File: src/rtl/timer_preset_editor_pkg.sv
// Shared types and constants for the timer preset editor.
package timer_preset_pkg;

  typedef enum logic [2:0] {
    ST_IDLE   = 3'd0,
    ST_EDIT_H = 3'd1,
    ST_EDIT_M = 3'd2,
    ST_EDIT_S = 3'd3,
    ST_ARM    = 3'd4,
    ST_RUN    = 3'd5,
    ST_PAUSE  = 3'd6
  } state_t;

  localparam logic [1:0] FIELD_NONE = 2'd0;
  localparam logic [1:0] FIELD_H    = 2'd1;
  localparam logic [1:0] FIELD_M    = 2'd2;
  localparam logic [1:0] FIELD_S    = 2'd3;

  localparam logic [7:0] BCD_MAX_MIN_SEC = 8'h59;
  localparam logic [7:0] BCD_MAX_HOUR    = 8'h23;

  // Two-digit packed BCD of a small binary constant.
  function automatic logic [7:0] bin_to_bcd(input int unsigned v);
    return {4'((v / 10) % 10), 4'(v % 10)};
  endfunction

endpackage

File: src/rtl/timer_preset_editor_bcd_wrap_step.sv
// Combinational +/-1 step of a packed-BCD field with wrap MAX_BCD <-> 0.
module bcd_wrap_step
  import timer_preset_pkg::*;
#(
  parameter logic [7:0] MAX_BCD = BCD_MAX_MIN_SEC
) (
  input  logic [7:0] value,
  input  logic       up,
  input  logic       down,
  output logic [7:0] next_value
);

  // Adjust ones and tens together so the result is always valid BCD.
  always_comb begin
    next_value = value;
    if (up && !down) begin
      if (value == MAX_BCD)
        next_value = '0;
      else if (value[3:0] == 4'd9)
        next_value = {value[7:4] + 4'd1, 4'd0};
      else
        next_value = {value[7:4], value[3:0] + 4'd1};
    end else if (down && !up) begin
      if (value == '0)
        next_value = MAX_BCD;
      else if (value[3:0] == 4'd0)
        next_value = {value[7:4] - 4'd1, 4'd9};
      else
        next_value = {value[7:4], value[3:0] - 4'd1};
    end
  end

endmodule

File: src/rtl/timer_preset_editor.sv
// HH:MM:SS preset editor and run control for the countdown timer.
// Optional field blink: define TIMER_PRESET_BLINK_EN.
module timer_preset_editor
  import timer_preset_pkg::*;
#(
  parameter int unsigned MAX_HOUR = 23
`ifdef TIMER_PRESET_BLINK_EN
  , parameter int unsigned BLINK_HALF_MS = 250
`endif
) (
  input  logic       clk,
  input  logic       rst,
  input  logic       btn_mode,
  input  logic       btn_up,
  input  logic       btn_down,
  input  logic       btn_start,
  input  logic       ring_in,
  output logic [7:0] hour_bcd_out,
  output logic [7:0] minute_bcd_out,
  output logic [7:0] second_bcd_out,
  output logic       load,
  output logic       clock_en,
  output logic [1:0] edit_field,
  output logic       blink
);

  localparam logic [7:0] HOUR_MAX_BCD = bin_to_bcd(MAX_HOUR);

  state_t     state_q, state_d;
  logic [7:0] hour_q, hour_d, minute_q, minute_d, second_q, second_d;
  logic [7:0] hour_step, minute_step, second_step;
  logic       load_q, load_d, clock_en_q, clock_en_d;
  logic [1:0] edit_field_q, edit_field_d;
  logic       act_start, act_mode, act_up, act_down, preset_nz;

  // One button acts per cycle: start > mode > up > down; up+down cancel.
  always_comb begin
    act_start = btn_start;
    act_mode  = btn_mode && !btn_start;
    act_up    = btn_up && !btn_down && !btn_start && !btn_mode;
    act_down  = btn_down && !btn_up && !btn_start && !btn_mode;
    preset_nz = (hour_q | minute_q | second_q) != '0;
  end

  bcd_wrap_step #(.MAX_BCD(HOUR_MAX_BCD)) u_hour_step (
    .value      (hour_q),
    .up         (act_up && state_q == ST_EDIT_H),
    .down       (act_down && state_q == ST_EDIT_H),
    .next_value (hour_step)
  );

  bcd_wrap_step #(.MAX_BCD(BCD_MAX_MIN_SEC)) u_minute_step (
    .value      (minute_q),
    .up         (act_up && state_q == ST_EDIT_M),
    .down       (act_down && state_q == ST_EDIT_M),
    .next_value (minute_step)
  );

  bcd_wrap_step #(.MAX_BCD(BCD_MAX_MIN_SEC)) u_second_step (
    .value      (second_q),
    .up         (act_up && state_q == ST_EDIT_S),
    .down       (act_down && state_q == ST_EDIT_S),
    .next_value (second_step)
  );

  // Next state, preset edits and next registered outputs.
  always_comb begin
    state_d  = state_q;
    hour_d   = hour_q;
    minute_d = minute_q;
    second_d = second_q;
    load_d   = 1'b0;
    unique case (state_q)
      ST_IDLE, ST_EDIT_H, ST_EDIT_M, ST_EDIT_S: begin
        if (act_start) begin
          if (preset_nz) begin
            state_d = ST_ARM;
            load_d  = 1'b1;
          end
        end else if (act_mode) begin
          unique case (state_q)
            ST_IDLE:   state_d = ST_EDIT_H;
            ST_EDIT_H: state_d = ST_EDIT_M;
            ST_EDIT_M: state_d = ST_EDIT_S;
            default:   state_d = ST_IDLE;
          endcase
        end else begin
          // Step modules are gated by state, so unselected fields pass through.
          hour_d   = hour_step;
          minute_d = minute_step;
          second_d = second_step;
        end
      end
      ST_ARM: state_d = ST_RUN;
      ST_RUN: begin
        if (ring_in)        state_d = ST_IDLE;
        else if (act_start) state_d = ST_PAUSE;
        else if (act_mode)  state_d = ST_IDLE;
      end
      ST_PAUSE: begin
        if (ring_in)        state_d = ST_IDLE;
        else if (act_start) state_d = ST_RUN;
        else if (act_mode)  state_d = ST_IDLE;
      end
      default: state_d = ST_IDLE;
    endcase

    clock_en_d = (state_d == ST_RUN);
    unique case (state_d)
      ST_EDIT_H: edit_field_d = FIELD_H;
      ST_EDIT_M: edit_field_d = FIELD_M;
      ST_EDIT_S: edit_field_d = FIELD_S;
      default:   edit_field_d = FIELD_NONE;
    endcase
  end

  // State, preset and registered outputs.
  always_ff @(posedge clk or posedge rst) begin
    if (rst) begin
      state_q      <= ST_IDLE;
      hour_q       <= '0;
      minute_q     <= '0;
      second_q     <= '0;
      load_q       <= 1'b0;
      clock_en_q   <= 1'b0;
      edit_field_q <= FIELD_NONE;
    end else begin
      state_q      <= state_d;
      hour_q       <= hour_d;
      minute_q     <= minute_d;
      second_q     <= second_d;
      load_q       <= load_d;
      clock_en_q   <= clock_en_d;
      edit_field_q <= edit_field_d;
    end
  end

`ifdef TIMER_PRESET_BLINK_EN
  localparam int unsigned BLINK_CNT_W = $clog2(BLINK_HALF_MS + 1);
  localparam logic [BLINK_CNT_W-1:0] BLINK_LAST = BLINK_CNT_W'(BLINK_HALF_MS - 1);

  logic [BLINK_CNT_W-1:0] blink_cnt_q, blink_cnt_d;
  logic                   blink_q, blink_d;
  logic                   in_edit_d;

  // Blink restarts visible on field entry and on every up/down step.
  always_comb begin
    in_edit_d   = (state_d == ST_EDIT_H) || (state_d == ST_EDIT_M) || (state_d == ST_EDIT_S);
    blink_cnt_d = blink_cnt_q;
    blink_d     = blink_q;
    if (!in_edit_d || state_d != state_q || act_up || act_down) begin
      blink_cnt_d = '0;
      blink_d     = 1'b0;
    end else if (blink_cnt_q == BLINK_LAST) begin
      blink_cnt_d = '0;
      blink_d     = ~blink_q;
    end else begin
      blink_cnt_d = blink_cnt_q + 1'b1;
    end
  end

  // Blink counter and blink output register.
  always_ff @(posedge clk or posedge rst) begin
    if (rst) begin
      blink_cnt_q <= '0;
      blink_q     <= 1'b0;
    end else begin
      blink_cnt_q <= blink_cnt_d;
      blink_q     <= blink_d;
    end
  end

  assign blink = blink_q;
`else
  assign blink = 1'b0;
`endif

  assign hour_bcd_out   = hour_q;
  assign minute_bcd_out = minute_q;
  assign second_bcd_out = second_q;
  assign load           = load_q;
  assign clock_en       = clock_en_q;
  assign edit_field     = edit_field_q;

endmodule

File: config.mk
export PLATFORM = sky130hd
export DESIGN_NAME = timer_preset_editor
export DESIGN_NICKNAME = d
export VERILOG_FILES = /design/src/rtl/timer_preset_editor_pkg.sv /design/src/rtl/timer_preset_editor_bcd_wrap_step.sv /design/src/rtl/timer_preset_editor.sv
export SDC_FILE = /design/constraint.sdc
export NUM_CORES = 1
export LEC_CHECK = 0
export BUFFER_PORTS_ARGS = -buffer_cell sky130_fd_sc_hd__buf_2
export CAP_MARGIN = 10
export CORE_MARGIN = 2
export CORE_UTILIZATION = 35
export CTS_CLUSTER_DIAMETER = 80
export DETAILED_ROUTE_END_ITERATION = 16
export PLACE_DENSITY = 0.59
export SLEW_MARGIN = 30
export SYNTH_ARGS = -nofsm -noshare
export SYNTH_HDL_FRONTEND = slang
export SYNTH_SLANG_ARGS = --single-unit
export TNS_END_PERCENT = 100
File: constraint.sdc
create_clock -name clk -period 3.4 [get_ports clk]
set_input_delay 0.17 -clock clk [delete_from_list [all_inputs] [get_ports clk]]
set_output_delay 0.17 -clock clk [all_outputs]
set_load 0.02 [all_outputs]
==> results of run 1 <==
## through the flow
step / hold WS (ps) / utilization, % / worst slack, ps
5_1_grt: 247 / 41.8 / 141
2_1_floorplan: 274 / - / 634
3_5_place_dp: 187 / 40.4 / 443
3_3_place_gp: 183 / 40.4 / 493
4_1_cts: 231 / 41.8 / 425
6_report: 245 / 41.8 / 405
## kinds of logic after synthesis
logic type      share of synthesized area [%]
simple gates                             23.2
compound gates                           23.3
buf+inv                                  6.29
flops                                    30.7
fa+ha+maj                                12.9
mux                                      2.08
xor+xnor                                 1.39
other cells                             0.148
## how the worst max path moves through the flow
stage / from / to / slack, ps / cells after the start
floorplan: state_q[2] / second_bcd_out[7] / 630 / 11
global placement: state_q[2] / second_bcd_out[7] / 490 / 9
detailed placement: state_q[2] / second_bcd_out[7] / 440 / 9
CTS: state_q[2] / second_bcd_out[7] / 420 / 9
global route: state_q[2] / second_bcd_out[4] / 140 / 9
finish: state_q[2] / second_bcd_out[7] / 410 / 9
## synth_stat cells, types with 2 or more instances
cell type / n
nand3_1: 10
nand2_1: 25
a22o_1: 2
ha_1: 26
a21oi_1: 15
or3_1: 3
nor3b_1: 3
o32ai_1: 3
o31ai_1: 7
a32oi_1: 3
mux2i_1: 3
nor3_1: 10
o22ai_1: 4
nand2b_1: 5
o211ai_1: 2
nor4_1: 3
nor2b_1: 14
dfrtp_1: 31
mux2_2: 2
inv_1: 29
a211oi_1: 4
o21ai_0: 28
or3b_2: 2
o221ai_1: 2
a31oi_1: 3
clkbuf_1: 10
o32a_1: 3
nand3b_1: 3
xnor2_1: 3
and3b_1: 2
a21o_1: 2
nor2_1: 25
## power by group through the flow
stage	registers (mW)	logic, mW	clock network (mW)
6_report	0.575	0.603	0.290
3_5_place_dp	0.580	0.598	0
2_1_floorplan	0.586	0.422	0
3_3_place_gp	0.577	0.593	0
5_1_grt	0.596	0.673	0.320
4_1_cts	0.574	0.601	0.302
## final cells by class
type                            count  area share [%]
Timing Repair Buffer               38            7.02
Multi-Input combinational cell    236            55.1
Inverter                           29            3.77
Clock buffer                        6            2.86
Clock inverter                      1           0.173
Sequential cell                    31            26.9
Tap cell                           96            4.16
## metal layers
metal / vias up / wire length [µm] / GRT usage, %
met3: 10 / 240 / 3.23
met5: - / 0 / 0
met2: 49 / 2470 / 22.5
met1: 1058 / 2920 / 22.3
li1: 1167 / - / -
met4: 0 / 83 / 5.97
## critical path, delay by kind of cell, from the launching register on
family,cells,cell delay [ps]
flops,1,490
fa+ha+maj,1,340
compound gates,4,860
simple gates,4,1190
## flip-flops by register name, indices dropped and copies added (netlist names)
signal	cells
hour_bcd_out	8
minute_bcd_out	8
second_bcd_out	8
state_q	3
edit_field	2
clock_en	1
load	1
## what timing repair did
item,CTS,global route
hold buffers,1,0
endpoints found under the hold margin,11,0
buffers inserted,0,0
==> metrics.cfg, run 1 <==
[run_status]
status=finished clean

[placed_design]
place_congestion=0.825
portBuffers=34
post_dp_cell_area_um2=2790
dp_hpwl_um=4240
dp.cells=429

[global_route]
grt_pass1_wl_um=9630
track_usage_pct=15.4
grt_max_degree=21
overflow=0
antenna_found_initial=0
grt_pass1_vias=2114

[die]
fp.dieW_um=89.0
die_height_um=89.0
fp.coreArea_um2=6910
io_pins=36
num_rows=30
start_util_pct=36.6
die-area_um2=7910

[power]
leakagePower_nw=1.29
p_comb_share_pct=41.1
power.internal_mw=0.858
p_seq_share_pct=39.1
p_clk_share_pct=19.7
ir_drop_v=0.000517
pwr_density_cell_nw_per_um2=509
switching_share_pct=41.6
finalPower_mw=1.47
p_switching_mw=0.611

[timing]
hold_viol=0
slew_headroom_pct=59.6
period_share_pct=88.1
fmax_ghz=0.334
drv_slew=0
fin_crit_ps=2990
worstMarginPinSlew_ps=604
finalSetupTns_ps=0
setup_viol=0
finClkSkew_ps=4.64
rsz0062_at_grt=false

[worst_setup_path]
reg2reg_from=state_q[2]
r2r_end=second_bcd_out[7]
crit_top_cell=o21ai_0
crit_chain=or3_1, nor3b_1, nand3_1, ha_1, nand4bb_1, a211oi_2, o21ai_0, o21ai_0, o21ai_0
max_stage_delay_ps=490
criticalPathCategory=reg -> reg
r2r_slack_ps=410
worstPathRequired_ps=3560
critPathArrivalTime_ps=3150
rr_worst_depth=9
cp_slowest_cell=dfrtp_1
critPathLaunchType=register
crit_path_end_kind=register
cp_max_fo=12

[layout]
area_growth_pct=14.3
diodes=0
final_area_um2=2890
multi_input_area_um2=1590
fill_cells=728
ff_latch_area_um2=776
drive_above_1_share_pct=15.5
mostFrequentLayoutCells=buf_2 (34), dfrtp_1 (31), inv_1 (29), o21ai_0 (28), ha_1 (26)
finalNetCount=374
final_common_cell=buf_2
fin_cells=437

[detailed_routing]
viasPerCell=5.23
drt-pass1-iter-count=4
drt-total-wl_um=5710
vias=2284
ant_nets=0
drt_iter0_markers=142
wire_per_inst_um=13.1
route.detailed.drc=0

[synthesis]
synth_nets=341
synthTopCellsByArea=dfrtp_1 (31%), ha_1 (13%), o21ai_0 (5.5%), inv_1 (4.3%), nand2_1 (3.7%)
synth_top_cell_area_share_pct=30.7
ys_seq_area_share_pct=30.7
synth_edf_count=0
yosys_warnings=0
postSynthCellCount=308
yosys.area.top_type=dfrtp_1
synth_ff_type=dfrtp_1
syn_area_per_cell_um2=8.20
ys_async_sr_fraction_pct=100
synth_cell_types=53
netlist_area_um2=2530
ys_ff_latch=31

[worst_hold_path]
hold_depth=3
hold_class=in -> reg
holdPathEnd=state_q[1]
hp-start=ring_in

[job]
maxCapViolations=0

[clock_network]
clkTransAtPathRegs_ps=60
ctsResizeCount=0
cts_tree=yes
cts_buffer_depth=2
h-tree-depth=2
cts_buffers=5
clockRootBuffer=clkbuf_8
clk_latency_ps=280
cts.sinks=31

Power figures use the tool's default switching activity.
==> inputs of run 2 (changes only) <==
--- a/config.mk
+++ b/config.mk
@@ -5,9 +5,9 @@
 export SDC_FILE = /design/constraint.sdc
 export NUM_CORES = 1
 export LEC_CHECK = 0
+export ABC_AREA = 1
 export BUFFER_PORTS_ARGS = -buffer_cell sky130_fd_sc_hd__buf_2
 export CAP_MARGIN = 10
-export CORE_MARGIN = 2
 export CORE_UTILIZATION = 35
 export CTS_CLUSTER_DIAMETER = 80
 export DETAILED_ROUTE_END_ITERATION = 16
==> run 2 against run 1 <==
Against the previous run: worst setup slack better by 930 ps; final area is 6.4% higher; total power is 11% lower; worst hold slack worse by 77 ps; maximum frequency is 45% higher; area after synthesis is 7.4% higher; non-clock buffer count is 2 lower; combinational power is 16% lower; flip-flop and latch count stayed put; synthesized cell count is 28% higher; count of clock-buffer cells in the layout is 1 higher; critical path type unchanged; largest cell class unchanged.
==> metrics.cfg, run 2 <==
[global_route]
antenna_found_initial=0  ; unchanged
track_usage_pct=15.3  ; was 15.4%
grt_pass1_wl_um=10400  ; was 9630 µm
grt_pass1_vias=2370  ; was 2114
overflow=0  ; unchanged
grt_max_degree=32  ; was 21

[timing]
layout_setup_ws_ps=1340  ; was 405 ps
fin_crit_ps=2060  ; was 2990 ps
fmax_ghz=0.485  ; was 0.334 GHz
finClkSkew_ps=6.40  ; was 4.64 ps
period_share_pct=60.6  ; was 88.1%
finalSetupTns_ps=0  ; unchanged
drv_slew=0  ; unchanged
rsz0062_at_grt=false  ; unchanged
setup_viol=0  ; unchanged
hold_viol=0  ; unchanged

[die]
fp.coreArea_um2=7370  ; was 6910 µm²
die-area_um2=8110  ; was 7910 µm²
start_util_pct=36.8  ; was 36.6%
io_pins=36  ; unchanged
num_rows=31  ; was 30
fp.dieW_um=90.1  ; was 89.0 µm
die_height_um=90.1  ; was 89.0 µm

[worst_setup_path]
max_stage_delay_ps=500  ; was 490 ps
cp_slowest_cell=dfrtp_1  ; unchanged
critPathBufInv=2  ; was 0
worst_path_dominant_cell_family=simple AND/OR/NAND/NOR gates  ; unchanged
critPathArrivalTime_ps=2260  ; was 3150 ps
criticalPathCategory=reg -> reg  ; unchanged
crit_path_end_kind=register  ; unchanged
worstPathRequired_ps=3600  ; was 3560 ps
crit_chain=nor3_1, inv_1, nor2_1, inv_1, ha_1, nor2_1, nand2_1, o21ai_0, nand2_1, o21ai_0  ; was or3_1, nor3b_1, nand3_1, ha_1, nand4bb_1, a211oi_2, o21ai_0, o21ai_0, o21ai_0
critPathLaunchType=register  ; unchanged
cp_max_fo=10  ; was 12

[layout]
fin_cells=533  ; was 437
finalNetCount=466  ; was 374
mostFrequentLayoutCells=nand2_1 (95), inv_1 (60), nor2_1 (44), o21ai_0 (42), buf_2 (34)  ; was buf_2 (34), dfrtp_1 (31), inv_1 (29), o21ai_0 (28), ha_1 (26)
final_common_cell=nand2_1  ; was buf_2
final_area_um2=3070  ; was 2890 µm²
diodes=0  ; unchanged
area_growth_pct=13.2  ; was 14.3%
utilization_pct=41.7  ; was 41.8%
drive_above_1_share_pct=14.5  ; was 15.5%

[clock_network]
cts.sinks=31  ; unchanged
clkTransAtPathRegs_ps=70  ; was 60 ps
clk_latency_ps=280  ; about the same
h-tree-depth=2  ; unchanged
ctsResizeCount=0  ; unchanged
clockRootBuffer=clkbuf_8  ; unchanged
cts_tree=yes  ; unchanged
cts_buffer_depth=2  ; unchanged
cts_buffers=5  ; unchanged

[detailed_routing]
drt-pass1-iter-count=4  ; unchanged
wire_per_inst_um=11.0  ; was 13.1 µm
drt_iter0_markers=70  ; was 142
vias=2523  ; was 2284
ant_nets=0  ; unchanged
drt-total-wl_um=5850  ; was 5710 µm
viasPerCell=4.73  ; was 5.23
route.detailed.drc=0  ; unchanged

[synthesis]
postSynthCellCount=394  ; was 308
synth_cell_types=33  ; was 53
synth_edf_count=0  ; unchanged
netlist_area_um2=2710  ; was 2530 µm²
synthTopCellsByArea=dfrtp_1 (29%), nand2_1 (13%), ha_1 (12%), inv_1 (8.3%), o21ai_0 (7.7%)  ; was dfrtp_1 (31%), ha_1 (13%), o21ai_0 (5.5%), inv_1 (4.3%), nand2_1 (3.7%)
yosysMostFrequentCell=nand2_1  ; was dfrtp_1
ys_ff_latch=31  ; unchanged
synth_nets=427  ; was 341
synth_ff_type=dfrtp_1  ; unchanged
yosys.area.top_type=dfrtp_1  ; unchanged
yosys_warnings=0  ; unchanged
ys_async_sr_fraction_pct=100  ; unchanged
synthTopCellsByCount=nand2_1 (95), inv_1 (60), nor2_1 (44)  ; was dfrtp_1 (31), inv_1 (29), o21ai_0 (28)
ys_seq_area_share_pct=28.6  ; was 30.7%
syn_area_per_cell_um2=6.89  ; was 8.20 µm²
synth_top_cell_area_share_pct=28.6  ; was 30.7%

[run_status]
status=finished clean  ; unchanged

[power]
leakagePower_nw=1.54  ; was 1.29 nW
ir_drop_v=0.000175  ; was 0.000517 V
pwr_density_cell_nw_per_um2=424  ; was 509 nW/µm²

[placed_design]
post_dp_cell_area_um2=2980  ; was 2790 µm²
dp_hpwl_um=4640  ; was 4240 µm
portBuffers=34  ; unchanged
dp_slack_ps=1300  ; was 443 ps
dp.cells=524  ; was 429
place_congestion=0.945  ; was 0.825

[job]
maxCapViolations=0  ; unchanged

[worst_hold_path]
hold_class=in -> reg  ; unchanged

[run 2: changes by cell type after synthesis, moves of 5 or more]
| cell | delta |
|---|---|
| nand3_1 | +18 |
| o31ai_1 | -7 |
| xor2_1 | +12 |
| nor3_1 | -5 |
| nor2b_1 | -14 |
| a21oi_1 | -9 |
| nand2b_1 | -5 |
| inv_2 | +5 |
| nand2_1 | +70 |
| o21ai_0 | +14 |
| inv_1 | +31 |
| nor2_1 | +19 |
| clkbuf_1 | -10 |
[run 2: timing repair]
item | 4_1_cts | 5_1_grt
hold buffers | 1 | 0
buffers inserted | 0 | 0
hold endpoints to repair | 31 | 0
[run 2: power breakdown]
| part | leakage (nW) | total (mW) | internal [mW] | switching [mW] |
|---|---|---|---|---|
| clock | 0.0422 | 0.280 | 0.144 | 0.136 |
| sequential | 0.344 | 0.519 | 0.429 | 0.0897 |
| combinational | 1.15 | 0.505 | 0.182 | 0.324 |
| total | 1.54 | 1.30 | 0.754 | 0.549 |
[run 2: layout make-up]
| class | instances | area (µm²) |
|---|---|---|
| clock buffer | 7 | 76.3 |
| tap | 99 | 124 |
| multi-input combinational | 292 | 1640 |
| sequential | 31 | 776 |
| fill | 779 | 4300 |
| inverter | 67 | 259 |
| clock inverter | 1 | 5.00 |
| timing repair buffer | 36 | 188 |
[run 2: worst paths after layout]
check | start | to | slack (ps) | cells past startpoint
max | state_q[2] | minute_bcd_out[5] | 1340 | 10
min in group asynchronous | rst | minute_bcd_out[7] | 510 | 4
min reg2reg | minute_bcd_out[7] | minute_bcd_out[7] | 540 | 2
max in group asynchronous | rst | second_bcd_out[3] | 2600 | 4
min | ring_in | state_q[1] | 170 | 4
max reg2reg | state_q[2] | minute_bcd_out[5] | 1340 | 10
[run 2: kinds of logic (layout without fill, tap and decap cells)]
kind of cell / count (synthesis) / after routing / synth area share, %
AOI/OAI and AO/OA: 58 / 58 / 11.5
and+or+nand+nor: 191 / 191 / 31.8
xor gates and xnor gates: 16 / 16 / 5.16
other: 1 / 1 / 0.138
buffers and inverters: 71 / 111 / 10.8
DFF: 31 / 31 / 28.6
adders and majority gates: 26 / 26 / 12.0
[run 2: stage by stage]
step | power [mW] | hold slack, ps
6_report | 1.30 | 168
3_5_place_dp | 1.03 | 288
4_1_cts | 1.33 | 159
3_3_place_gp | 1.03 | 284
5_1_grt | 1.42 | 195
2_1_floorplan | 0.926 | 274
[run 2: tightest hold or removal path, cell delays in order]
cell	delay, ps
buf_2	90
inv_1	40
nand2_1	50
nand2_1	50
[run 2: layer usage]
layer  track usage, %  share of wire, %  vias to the layer above
met2             25.5                46                       50
met5                0                 0                        -
met1             20.1                50                     1145
met4             4.97               1.5                        0
li1                 -                 -                     1319
met3             2.37               3.2                        9
==> inputs of run 3 (changes only) <==
==> constraint.sdc (replaced) <==
create_clock -name clk -period 2 [get_ports clk]
set_input_delay 0.1 -clock clk [delete_from_list [all_inputs] [get_ports clk]]
set_output_delay 0.1 -clock clk [all_outputs]
set_load 0.02 [all_outputs]
==> run 3 against run 2 <==
Against the previous run: clock skew about the same; routed wire length increased by 3.0%; flip-flop and latch count unchanged; final area increased by 3.4%; via count increased by 1.7%; core utilization increased by 1.4 points; total power increased by 76%; global-route usage increased by 0.68 points; worst hold slack got worse by 45 ps; count of clock-buffer cells in the layout decreased by 2; critical path type unchanged; largest cell class unchanged.
==> metrics.cfg, run 3 (synthesized netlist as in run 2, its figures left out) <==
[run_status]
status=finished clean  ; unchanged

[die]
fp.dieW_um=90.1  ; unchanged
fp.coreArea_um2=7370  ; unchanged
num_rows=31  ; unchanged
die_height_um=90.1  ; unchanged
io_pins=36  ; unchanged
die-area_um2=8110  ; unchanged
start_util_pct=36.8  ; unchanged

[clock_network]
cts.sinks=31  ; unchanged
clk_latency_ps=280  ; about the same
clkTransAtPathRegs_ps=60  ; was 70 ps
clockRootBuffer=clkbuf_8  ; unchanged
cts_buffers=5  ; unchanged
cts_tree=yes  ; unchanged
h-tree-depth=2  ; unchanged
cts_buffer_depth=2  ; unchanged

[placed_design]
portBuffers=34  ; unchanged
dp_slack_ps=17.0  ; was 1300 ps
place_congestion=0.898  ; was 0.945
dp_hpwl_um=4760  ; was 4640 µm

[worst_setup_path]
critPathArrivalTime_ps=2030  ; was 2260 ps
critPathLaunchType=register  ; unchanged
worstPathRequired_ps=2190  ; was 3600 ps
crit_path_end_kind=register  ; unchanged
criticalPathCategory=reg -> reg  ; unchanged
cp_max_fo=7  ; was 10

[layout]
finalNetCount=476  ; was 466
diodes=0  ; unchanged
multi_input_area_um2=1670  ; was 1640 µm²
ff_latch_area_um2=777  ; was 776 µm²
mostFrequentLayoutCells=nand2_1 (94), inv_1 (59), nor2_1 (42), o21ai_0 (40), buf_2 (34)  ; was nand2_1 (95), inv_1 (60), nor2_1 (44), o21ai_0 (42), buf_2 (34)
final_common_cell=nand2_1  ; unchanged
area_growth_pct=17.0  ; was 13.2%
drive_above_1_share_pct=18.7  ; was 14.5%
fill_cells=787  ; was 779

[detailed_routing]
route.met3.wl_um=227  ; was 190 µm
top_layer_used=met4  ; unchanged
ant_nets=0  ; unchanged
drt-pass1-iter-count=4  ; unchanged
wire_per_inst_um=11.1  ; was 11.0 µm
route.detailed.drc=0  ; unchanged
wl_met1_um=2930  ; was 2900 µm
viasPerCell=4.72  ; was 4.73
drt-total-wl_um=6020  ; was 5850 µm
drt_iter0_markers=126  ; was 70
vias=2565  ; was 2523
met2_length_um=2780  ; was 2670 µm

[power]
finalPower_mw=2.29  ; was 1.30 mW
power.internal_mw=1.33  ; was 0.754 mW
p_switching_mw=0.969  ; was 0.549 mW
leakagePower_nw=1.59  ; was 1.54 nW
switching_share_pct=42.2  ; was 42.1%
p_seq_share_pct=37.6  ; was 39.8%
p_clk_share_pct=20.8  ; was 21.4%
ir_drop_v=0.000362  ; was 0.000175 V
p_comb_share_pct=41.6  ; was 38.8%
pwr_density_cell_nw_per_um2=723  ; was 424 nW/µm²

[global_route]
overflow=0  ; unchanged
track_usage_pct=16.0  ; was 15.3%
antenna_found_initial=0  ; unchanged
grt_max_degree=32  ; unchanged
grt_pass1_vias=2344  ; was 2370
grt_pass1_wl_um=10600  ; was 10400 µm

[timing]
rsz0062_at_grt=true  ; was false
fin_crit_ps=1840  ; was 2060 ps
fmax_ghz=0.544  ; was 0.485 GHz
hold_viol=0  ; unchanged
period_share_pct=91.9  ; was 60.6%
setup_viol=0  ; unchanged
drv_slew=0  ; unchanged
layout_setup_ws_ps=162  ; was 1340 ps
finClkSkew_ps=6.25  ; was 6.40 ps

[worst_hold_path]
hold_class=in -> reg  ; unchanged

[job]
maxCapViolations=0  ; unchanged

run 3: cell count changes in the layout (fill, tap and decap cells not counted), sizes merged:
cell	delta
buf	+10
clkinv	+2
clkbuf	-2
run 3: what timing repair did:
item,CTS,global route
resized for setup,0,11
hold buffers,1,0
hold endpoints to repair,31,0
setup endpoints to repair,0,17
buffers inserted,0,1
run 3: routing by layer:
layer / vias to the layer above / track usage [%]
li1: 1337 / -
met1: 1167 / 21.5
met2: 51 / 25.4
met3: 10 / 3.05
met4: 0 / 5.51
met5: - / 0
run 3: worst max-delay path: stages, from the launching register on:
cell and delay, ps:
dfrtp_2 400, inv_1 80, nor3_1 170, inv_1 70
nor2_1 140, ha_2 270, inv_2 70, nand2_1 140
o21ai_2 100, nor2_4 150, nand3_1 90, o21ai_0 80
run 3: final timing paths:
kind	endpoint	start	cells past startpoint	slack (ps)
hold reg to reg	minute_bcd_out[7]	minute_bcd_out[7]	2	540
max in group asynchronous	state_q[0]	rst	4	1210
setup reg to reg	second_bcd_out[4]	state_q[0]	11	160
hold / removal	state_q[1]	ring_in	4	120
min in group asynchronous	minute_bcd_out[0]	rst	4	450
setup / recovery	second_bcd_out[4]	state_q[0]	11	160
run 3: cell type report:
type | instances | share of cell area [%]
clock buffer | 5 | 2.17
clock inverter | 3 | 0.473
inverter | 67 | 8.16
multi-input combinational | 292 | 52.6
sequential | 31 | 24.5
tap | 99 | 3.90
timing repair buffer | 46 | 8.27
run 3: power groups by stage:
stage,Clock [mW],Sequential (mW),Combinational [mW]
3_3_place_gp,0,0.869,0.946
6_report,0.477,0.863,0.954
2_1_floorplan,0,0.924,0.650
4_1_cts,0.503,0.863,0.958
5_1_grt,0.528,0.885,1.08
3_5_place_dp,0,0.874,0.949
run 3: stage by stage:
| stage | util, % | cell area, µm² | std cells | TNS (ps) | hold WS, ps |
|---|---|---|---|---|---|
| after floorplan | - | 2710 | 394 | 0 | 204 |
| after global placement | 41.4 | 3050 | 533 | 0 | 218 |
| after detailed placement | 41.4 | 3050 | 533 | 0 | 227 |
| after CTS | 42.6 | 3140 | 542 | 0 | 116 |
| after global routing | 43.1 | 3180 | 543 | -45.5 | 118 |
| final | 43.1 | 3180 | 543 | 0 | 123 |
